## src/rtl/ifetch.sv

```systemverilog
// Instruction fetch: one outstanding icache request at a time, static JAL
// prediction, and a small in-order instruction queue feeding the decoder.
module ifetch #(
    parameter int          QUEUE_DEPTH = 4,
    parameter logic [31:0] RESET_PC    = 32'h0
) (
    input  logic        clk_in,
    input  logic        rst_in,
    input  logic        rdy_in,
    output logic        icache_req,
    output logic [31:0] icache_addr,
    input  logic        icache_valid,
    input  logic [31:0] icache_inst,
    output logic        inst_valid,
    output logic [31:0] inst_out,
    output logic [31:0] inst_pc,
    output logic [31:0] inst_pred_pc,
    input  logic        inst_ready,
    input  logic        flush_in,
    input  logic [31:0] flush_pc
);
    localparam int PW = $clog2(QUEUE_DEPTH);
    localparam logic [PW:0] DEPTH_C = (PW+1)'(QUEUE_DEPTH);

    typedef enum logic [1:0] {IDLE, WAIT, DROP} state_e;
    typedef struct packed {
        logic [31:0] inst;
        logic [31:0] pc;
        logic [31:0] pred;
    } entry_t;

    state_e        state_q, state_d;
    logic [31:0]   pc_q, pc_d, addr_q, addr_d;
    logic          req_q, req_d;
    logic [PW-1:0] head_q, head_d, tail_q, tail_d;
    logic [PW:0]   cnt_q, cnt_d;
    entry_t        mem_q [QUEUE_DEPTH];
    entry_t        head_e;
    logic          push, pop;
    logic [31:0]   jimm, next_pc;

    assign jimm    = {{12{icache_inst[31]}}, icache_inst[19:12], icache_inst[20],
                      icache_inst[30:21], 1'b0};
    assign next_pc = (icache_inst[6:0] == 7'b1101111) ? pc_q + jimm : pc_q + 32'd4;

    always_comb begin
        state_d = state_q;
        pc_d    = pc_q;
        addr_d  = addr_q;
        req_d   = req_q;
        head_d  = head_q;
        tail_d  = tail_q;
        cnt_d   = cnt_q;
        push    = 1'b0;
        pop     = 1'b0;
        if (rdy_in) begin
            req_d = 1'b0;
            pop   = inst_valid && inst_ready && !flush_in;
            case (state_q)
                IDLE: if (!flush_in && cnt_q < DEPTH_C) begin
                    req_d   = 1'b1;
                    addr_d  = pc_q;
                    state_d = WAIT;
                end
                WAIT: if (icache_valid) begin
                    state_d = IDLE;
                    if (!flush_in) begin
                        push = 1'b1;
                        pc_d = next_pc;
                    end
                end else if (flush_in) begin
                    state_d = DROP;
                end
                // A response arriving alongside a flush still retires the
                // outstanding request, otherwise DROP would wait forever.
                DROP: if (icache_valid) state_d = IDLE;
                default: state_d = IDLE;
            endcase
            if (flush_in) begin
                cnt_d  = '0;
                head_d = '0;
                tail_d = '0;
                pc_d   = flush_pc;
            end else begin
                if (push) tail_d = tail_q + 1'b1;
                if (pop)  head_d = head_q + 1'b1;
                case ({push, pop})
                    2'b10:   cnt_d = cnt_q + 1'b1;
                    2'b01:   cnt_d = cnt_q - 1'b1;
                    default: cnt_d = cnt_q;
                endcase
            end
        end
    end

    always_ff @(posedge clk_in or posedge rst_in) begin
        if (rst_in) begin
            state_q <= IDLE;
            pc_q    <= RESET_PC;
            addr_q  <= RESET_PC;
            req_q   <= 1'b0;
            head_q  <= '0;
            tail_q  <= '0;
            cnt_q   <= '0;
        end else begin
            state_q <= state_d;
            pc_q    <= pc_d;
            addr_q  <= addr_d;
            req_q   <= req_d;
            head_q  <= head_d;
            tail_q  <= tail_d;
            cnt_q   <= cnt_d;
        end
    end

    always_ff @(posedge clk_in) begin
        if (push) mem_q[tail_q] <= '{inst: icache_inst, pc: pc_q, pred: next_pc};
    end

    // Head fields are forced to zero when empty so reset and drained
    // states never expose stale storage.
    assign head_e       = mem_q[head_q];
    assign inst_valid   = (cnt_q != '0);
    assign inst_out     = inst_valid ? head_e.inst : '0;
    assign inst_pc      = inst_valid ? head_e.pc   : '0;
    assign inst_pred_pc = inst_valid ? head_e.pred : '0;
    assign icache_req   = req_q && rdy_in;
    assign icache_addr  = addr_q;
endmodule
```

## config.mk

```make
export PLATFORM = sky130hd
export DESIGN_NAME = ifetch
export DESIGN_NICKNAME = d
export VERILOG_FILES = /design/src/rtl/ifetch.sv
export SDC_FILE = /design/constraint.sdc
export NUM_CORES = 1
export LEC_CHECK = 0
export CAP_MARGIN = 20
export CORE_MARGIN = 2
export CORE_UTILIZATION = 57
export DETAILED_ROUTE_END_ITERATION = 16
export HOLD_SLACK_MARGIN = 0.08
export PLACE_DENSITY = 0.89
export SETUP_SLACK_MARGIN = 0.3
export SYNTH_ARGS = -nofsm -noshare
export SYNTH_HDL_FRONTEND = slang
export SYNTH_SLANG_ARGS = --single-unit
```

## constraint.sdc

```tcl
create_clock -name clk_in -period 4.7 [get_ports clk_in]
set_clock_uncertainty 0.1 [all_clocks]
set_input_delay 1.41 -clock clk_in [delete_from_list [all_inputs] [get_ports clk_in]]
set_output_delay 1.41 -clock clk_in [all_outputs]
set_load 0.02 [all_outputs]
```

== After elaboration in Yosys (flattened, before gate mapping) ==
Memory sizes are Yosys's and may differ from the RTL's.
Cells that the tools add are included.

* RAM bits: 384
* Input bits: 70
* Register bits: 74
* Memories: 1

{| class="wikitable"
|+ Memories
! name !! words !! bits a word !! rd ports !! clocked after memory_dff !! write ports !! line !! RTL
|-
| mem_q || 4 || 96 || 1 || 0 || 1 || 37 || <nowiki>entry_t mem_q [QUEUE_DEPTH];</nowiki>
|}

* Mux-type cells: 27
* $lt $le $gt $ge: 1
* Add/subtract/negate cells: 6
* Reductions and logical operators: 18
* Equality and inequality tests: 8

{| class="wikitable"
|+ Operator list
! kind !! count
|-
| $mux W32 || 7
|-
| $add A32 B3 Y32 const B || 1
|-
| $add A32 B32 Y32 || 1
|-
| $mux W2 || 8
|-
| $mux W1 || 9
|-
| $reduce_bool A2 Y1 || 4
|-
| $eq A7 B7 Y1 const B || 1
|-
| $pmux W2 S3 || 1
|-
| $pmux W3 S2 || 1
|-
| $reduce_and A2 Y1 || 3
|-
| $reduce_and A3 Y1 || 2
|-
| $reduce_bool A3 Y1 || 2
|-
| $add A2 B1 Y2 const B || 2
|-
| $eq A2 B1 Y1 const B || 2
|-
| $eq A2 B2 Y1 const B || 2
|-
| $logic_and A1 B1 Y1 || 4
|-
| $ne A2 B2 Y1 const B || 2
|-
| $reduce_and A4 Y1 || 1
|-
| $add A3 B1 Y3 const B || 1
|-
| $lt A3 B3 Y1 const B || 1
|-
| $mux W3 || 1
|-
| $ne A3 B3 Y1 const B || 1
|-
| $sub A3 B1 Y3 const B || 1
|-
| $logic_not A2 Y1 || 1
|-
| $logic_not A1 Y1 || 1
|}

== Depth between registers and ports, before layout ==
* Depth after elaboration: 7
* Gate-level depth with buffers: 12

== Worst setup path before layout ==
No wires, ideal clock.

* Path type: input port to flip-flop
* Start: input icache_valid
* End: memory mem_q[3][10] (netlist name), enable pin
* Arrival: 4,643 ps
* Required time: 4,136 ps
* Buffers on the path: 2
* Path slack: -508 ps
* Library setup time: 464 ps
* Stages on the path: 6
* Cell sequence: and3b_1 -> clkbuf_1 -> o21ai_0 -> nor2_1 -> clkbuf_1 -> and2_1

* Cells in the longest elaborated chain, start to end: 6

{| class="wikitable"
|+ Ends and longest elaborated chain
! what !! line !! RTL
|-
| from (decl) || 12 || <nowiki>input logic icache_valid,</nowiki>
|-
| $mux W1 || 65 || <nowiki>WAIT: if (icache_valid) begin</nowiki>
|-
| $mux W1 || 59 || <nowiki>case (state_q)</nowiki>
|-
| $mux W1 (2 in a row) || 56 || <nowiki>if (rdy_in) begin</nowiki>
|-
| $mux W1 || 117 || <nowiki>if (push) mem_q[tail_q] <= '{inst: icache_inst, pc: pc_q, pred: next_pc};</nowiki>
|-
| $mux W1 (not written as such) || 117 ||
|-
| to (decl) || 37 ||
|}

Every way passes these cells. The select of a mux whose other input is x is not followed.

== Worst setup path after layout ==
* Start: register head_q[0]
* End: output inst_pred_pc[31]

* Cells in the longest elaborated chain, start to end: 2

{| class="wikitable"
|+ Ends and longest elaborated chain
! what !! line !! RTL
|-
| from (decl) || 35 || <nowiki>logic [PW-1:0] head_q, head_d, tail_q, tail_d;</nowiki>
|-
| from (signal assigned) || 102 || <nowiki>head_q <= '0;</nowiki>
|-
| from (signal assigned) || 110 || <nowiki>head_q <= head_d;</nowiki>
|-
| $mem_v2 Z4 W96 || -- ||
|-
| $mux W32 || 126 || <nowiki>assign inst_pred_pc = inst_valid ? head_e.pred : '0;</nowiki>
|-
| to (decl) || 17 || <nowiki>output logic [31:0] inst_pred_pc,</nowiki>
|}

Every way passes these cells.

==> impl_results.md <==
- Status: finished clean
- Area growth from synthesis to layout: 22.3%
- Via count: 12.7k
- Final worst slack: 0.443 ns
- Drc violations: 0
- Max-Cap Viols: 0
- Die W: 192 µm
- Drt first pass iters: 5
- Post-synth EDFFs: 380
- CTS Buf Count: 46
- Slew @ Worst Pin: 0.832 ns
- Die footprint: 0.0370 mm²
- Switching Power: 0.00465 W
- Number of DRC markers in iteration 0: 1296
- Starting Density: 58.3%
- Nets: 1641
- Maximum vdd ir drop: 0.493 mV
- Largest net degree at the start of global routing: 59
- Clk_lat worst skew: 0.55 ns
- Sw frac: 32.8%
- H-tree levels: 2
- Sequential Area: 0.0133 mm²
- Leak: 8.84 nW
- # port buffers: 199
- CP arrival: 2.75 ns
- Avg Cell Area, Syn: 15.7 µm²
- Placed Instances: 1933
- Prevailing post-synth register cell: edfxtp_1
- CP required: 3.19 ns
- Setup crit end kind: output port
- Clock root buffer: clkbuf_16
- Comb power frac: 37.0%
- RSZ-0062 raised after global routing: no
- Vias in the first global route: 12.8k
- Pwr Density: 572 mW/mm²
- Post-route ant nets: 0
- Post-DP Area: 0.0232 mm²
- IO Count: 200
- Routed len/inst: 25.4 µm
- Cell at the slowest stage of the critical path: mux4_2
- Total core area: 0.0347 mm²
- Commonest non-fill, non-tap cells in the layout: edfxtp_1, clkdlybuf4s50_1, and2_1
- Multi-input logic area: 0.00664 mm²
- Num Clock Sinks: 454
- CTS max path bufs: 3
- FMAX: 235 MHz
- Hold crit path type: reg2reg
- DP Worst Slack: -0.0148 ns
- GR Util All Layers: 28.3%
- Crit path kind: reg2out
- N_diodes: 0
- Slowest stage delay, CP: 0.58 ns
- Final Max Slew Viols: 0
- CTS tree: done
- Post-Syn Area: 0.0202 mm²
- Filler Cells Inserted: 2160
- FP Rows: 68
- First-pass GRT wire length: 77.5 mm
- WL final: 51.6 mm
- Layout Cells excl Fill: 2026
- Clk pwr share: 25.2%
- Internal power: 0.00951 W
- Tcrit/Tclk final: 90.6%
- Yosys cell types: 70
- Final Cell Area: 0.0247 mm²
- Final hold violations: 0
- Post-Syn Instances: 1290
- Post-synthesis sequential area ratio: 65.6%
- Finished Core Util: 71.3%
- Crit-path cells: buf_4 -> mux4_2 -> and2_1 -> clkdlybuf4s50_1
- Synth warn: 0
- Final setup vio count: 0
- Chip height: 192 µm
- Hold-fix buffers, CTS: 0
- Global route overflow: 0
- Post-synth ARST share: 16.3%
- CP Launch Type: flop
- Max_slew headroom: 44.0%
- Seq pwr share: 37.8%
- Drt via density: 6.27
- Proportion of layout cells with a drive suffix above 1: 18.8%
- Dpl hpwl: 33.8 mm
- Commonest non-fill, non-tap cell in the layout: edfxtp_1
- Peak fanout along the critical path: 13
- Initial antenna violation count: 1
- Clock slew seen by the registers of the worst setup and hold paths: 0.06 ns
- Tmin final: 4.26 ns
- Final GP Congestion: 0.901
- Post-Syn Nets: 1397
- Synth Register Bits: 454
[worst max-delay path: cells and delay by family, from the launching register on]
family	cells	cell delay (ns)
buf+inv	2	0.86
mux	1	0.58
flops	1	0.57
simple gates	1	0.19
[worst paths after layout]
kind                       slack [ns]                   from  depth (start not counted)                         end
hold reg to reg                  0.40      req_q$_DFFE_PP0P_                          1           req_q$_DFFE_PP0P_
min in group asynchronous        1.19                 rst_in                          2  icache_addr[5]$_DFFE_PP0P_
hold / removal                   0.40      req_q$_DFFE_PP0P_                          1           req_q$_DFFE_PP0P_
setup reg to reg                 1.23    pc_q[1]$_DFFE_PP0P_                         12      mem_q[3][31]$_DFFE_PP_
max in group asynchronous        2.48                 rst_in                          3       head_q[1]$_DFFE_PP0P_
setup / recovery                 0.44  head_q[0]$_DFFE_PP0P_                          4            inst_pred_pc[31]
[cell usage after synthesis (all sizes together), types with 4 or more instances]
cell type,number,share of area [%]
edfxtp,380,56
and2,102,3.2
mux4,95,11
nand2,77,1.4
dfrtp,74,9.2
o21ai,58,1.4
clkbuf,53,0.99
a21oi,45,1.1
nor2,41,0.76
a21o,40,1.5
ha,35,2.2
mux2,35,1.9
xnor2,30,1.3
nand3,28,0.80
buf,22,0.50
xor2,18,0.78
and3,17,0.53
mux2i,16,0.79
inv,15,0.28
nand4,12,0.37
o31ai,10,0.37
nor3,7,0.28
a211oi,6,0.25
a22o,6,0.26
o21bai,6,0.22
or3,6,0.19
nor2b,4,0.12
nor4,4,0.15
o21a,4,0.15
[state kept, by name, summed over array words and instances, names as in the netlist]
register / count
cnt_q: 3
state_q: 2
head_q: 2
mem_q: 380
pc_q: 32
req_q: 1
icache_addr: 32
tail_q: 2
[power groups by stage]
stage          Combinational [W]  Clock [W]  Sequential [W]
2_1_floorplan            0.00288          0         0.00538
3_3_place_gp             0.00504          0         0.00540
3_5_place_dp             0.00512          0         0.00545
4_1_cts                  0.00522    0.00360         0.00536
5_1_grt                  0.00559    0.00375         0.00540
6_report                 0.00524    0.00356         0.00536
[stage by stage]
| stage | TNS, ns | total power, W | hold WS [ns] |
|---|---|---|---|
| after floorplan | 0 | 0.00826 | 0.341 |
| after global placement | 0 | 0.0104 | 0.361 |
| after detailed placement | -0.0589 | 0.0106 | 0.388 |
| after CTS | 0 | 0.0142 | 0.396 |
| after global routing | 0 | 0.0147 | 0.409 |
| final | 0 | 0.0142 | 0.402 |
[area by class of cell]
class / instances / area share (%)
Inverter: 15 / 0.233
Clock buffer: 61 / 5.05
Sequential cell: 454 / 53.6
Timing Repair Buffer: 271 / 11.0
Tap cell: 455 / 2.30
Multi-Input combinational cell: 746 / 26.8
Clock inverter: 24 / 0.920
[kinds of logic (layout without fill, tap and decap cells)]
family	count (synthesis)	after routing	share of synthesized area (%)
AO/OA/AOI/OAI	205	205	6.62
adder cells (fa/ha/maj)	37	37	2.36
multiplexers	146	146	13.3
flip-flops	454	454	65.6
AND/OR/NAND/NOR	310	310	8.29
buffers and inverters	90	371	1.77
XOR/XNOR	48	48	2.08
[timing repair]
| item | in CTS | in global routing |
|---|---|---|
| buffers inserted | 1 | 7 |
| endpoints found under the setup margin | 82 | 37 |
| resized for setup | 1 | 3 |
[routing by layer]
layer | up-vias | GRT usage [%] | wire length, µm
li1 | 5475 | - | -
met2 | 698 | 44.8 | 24700
met5 | - | 0 | 0
met4 | 0 | 7.66 | 1160
met3 | 86 | 4.98 | 5060
met1 | 6442 | 41.1 | 20700
(Power assumes the default switching activity.)
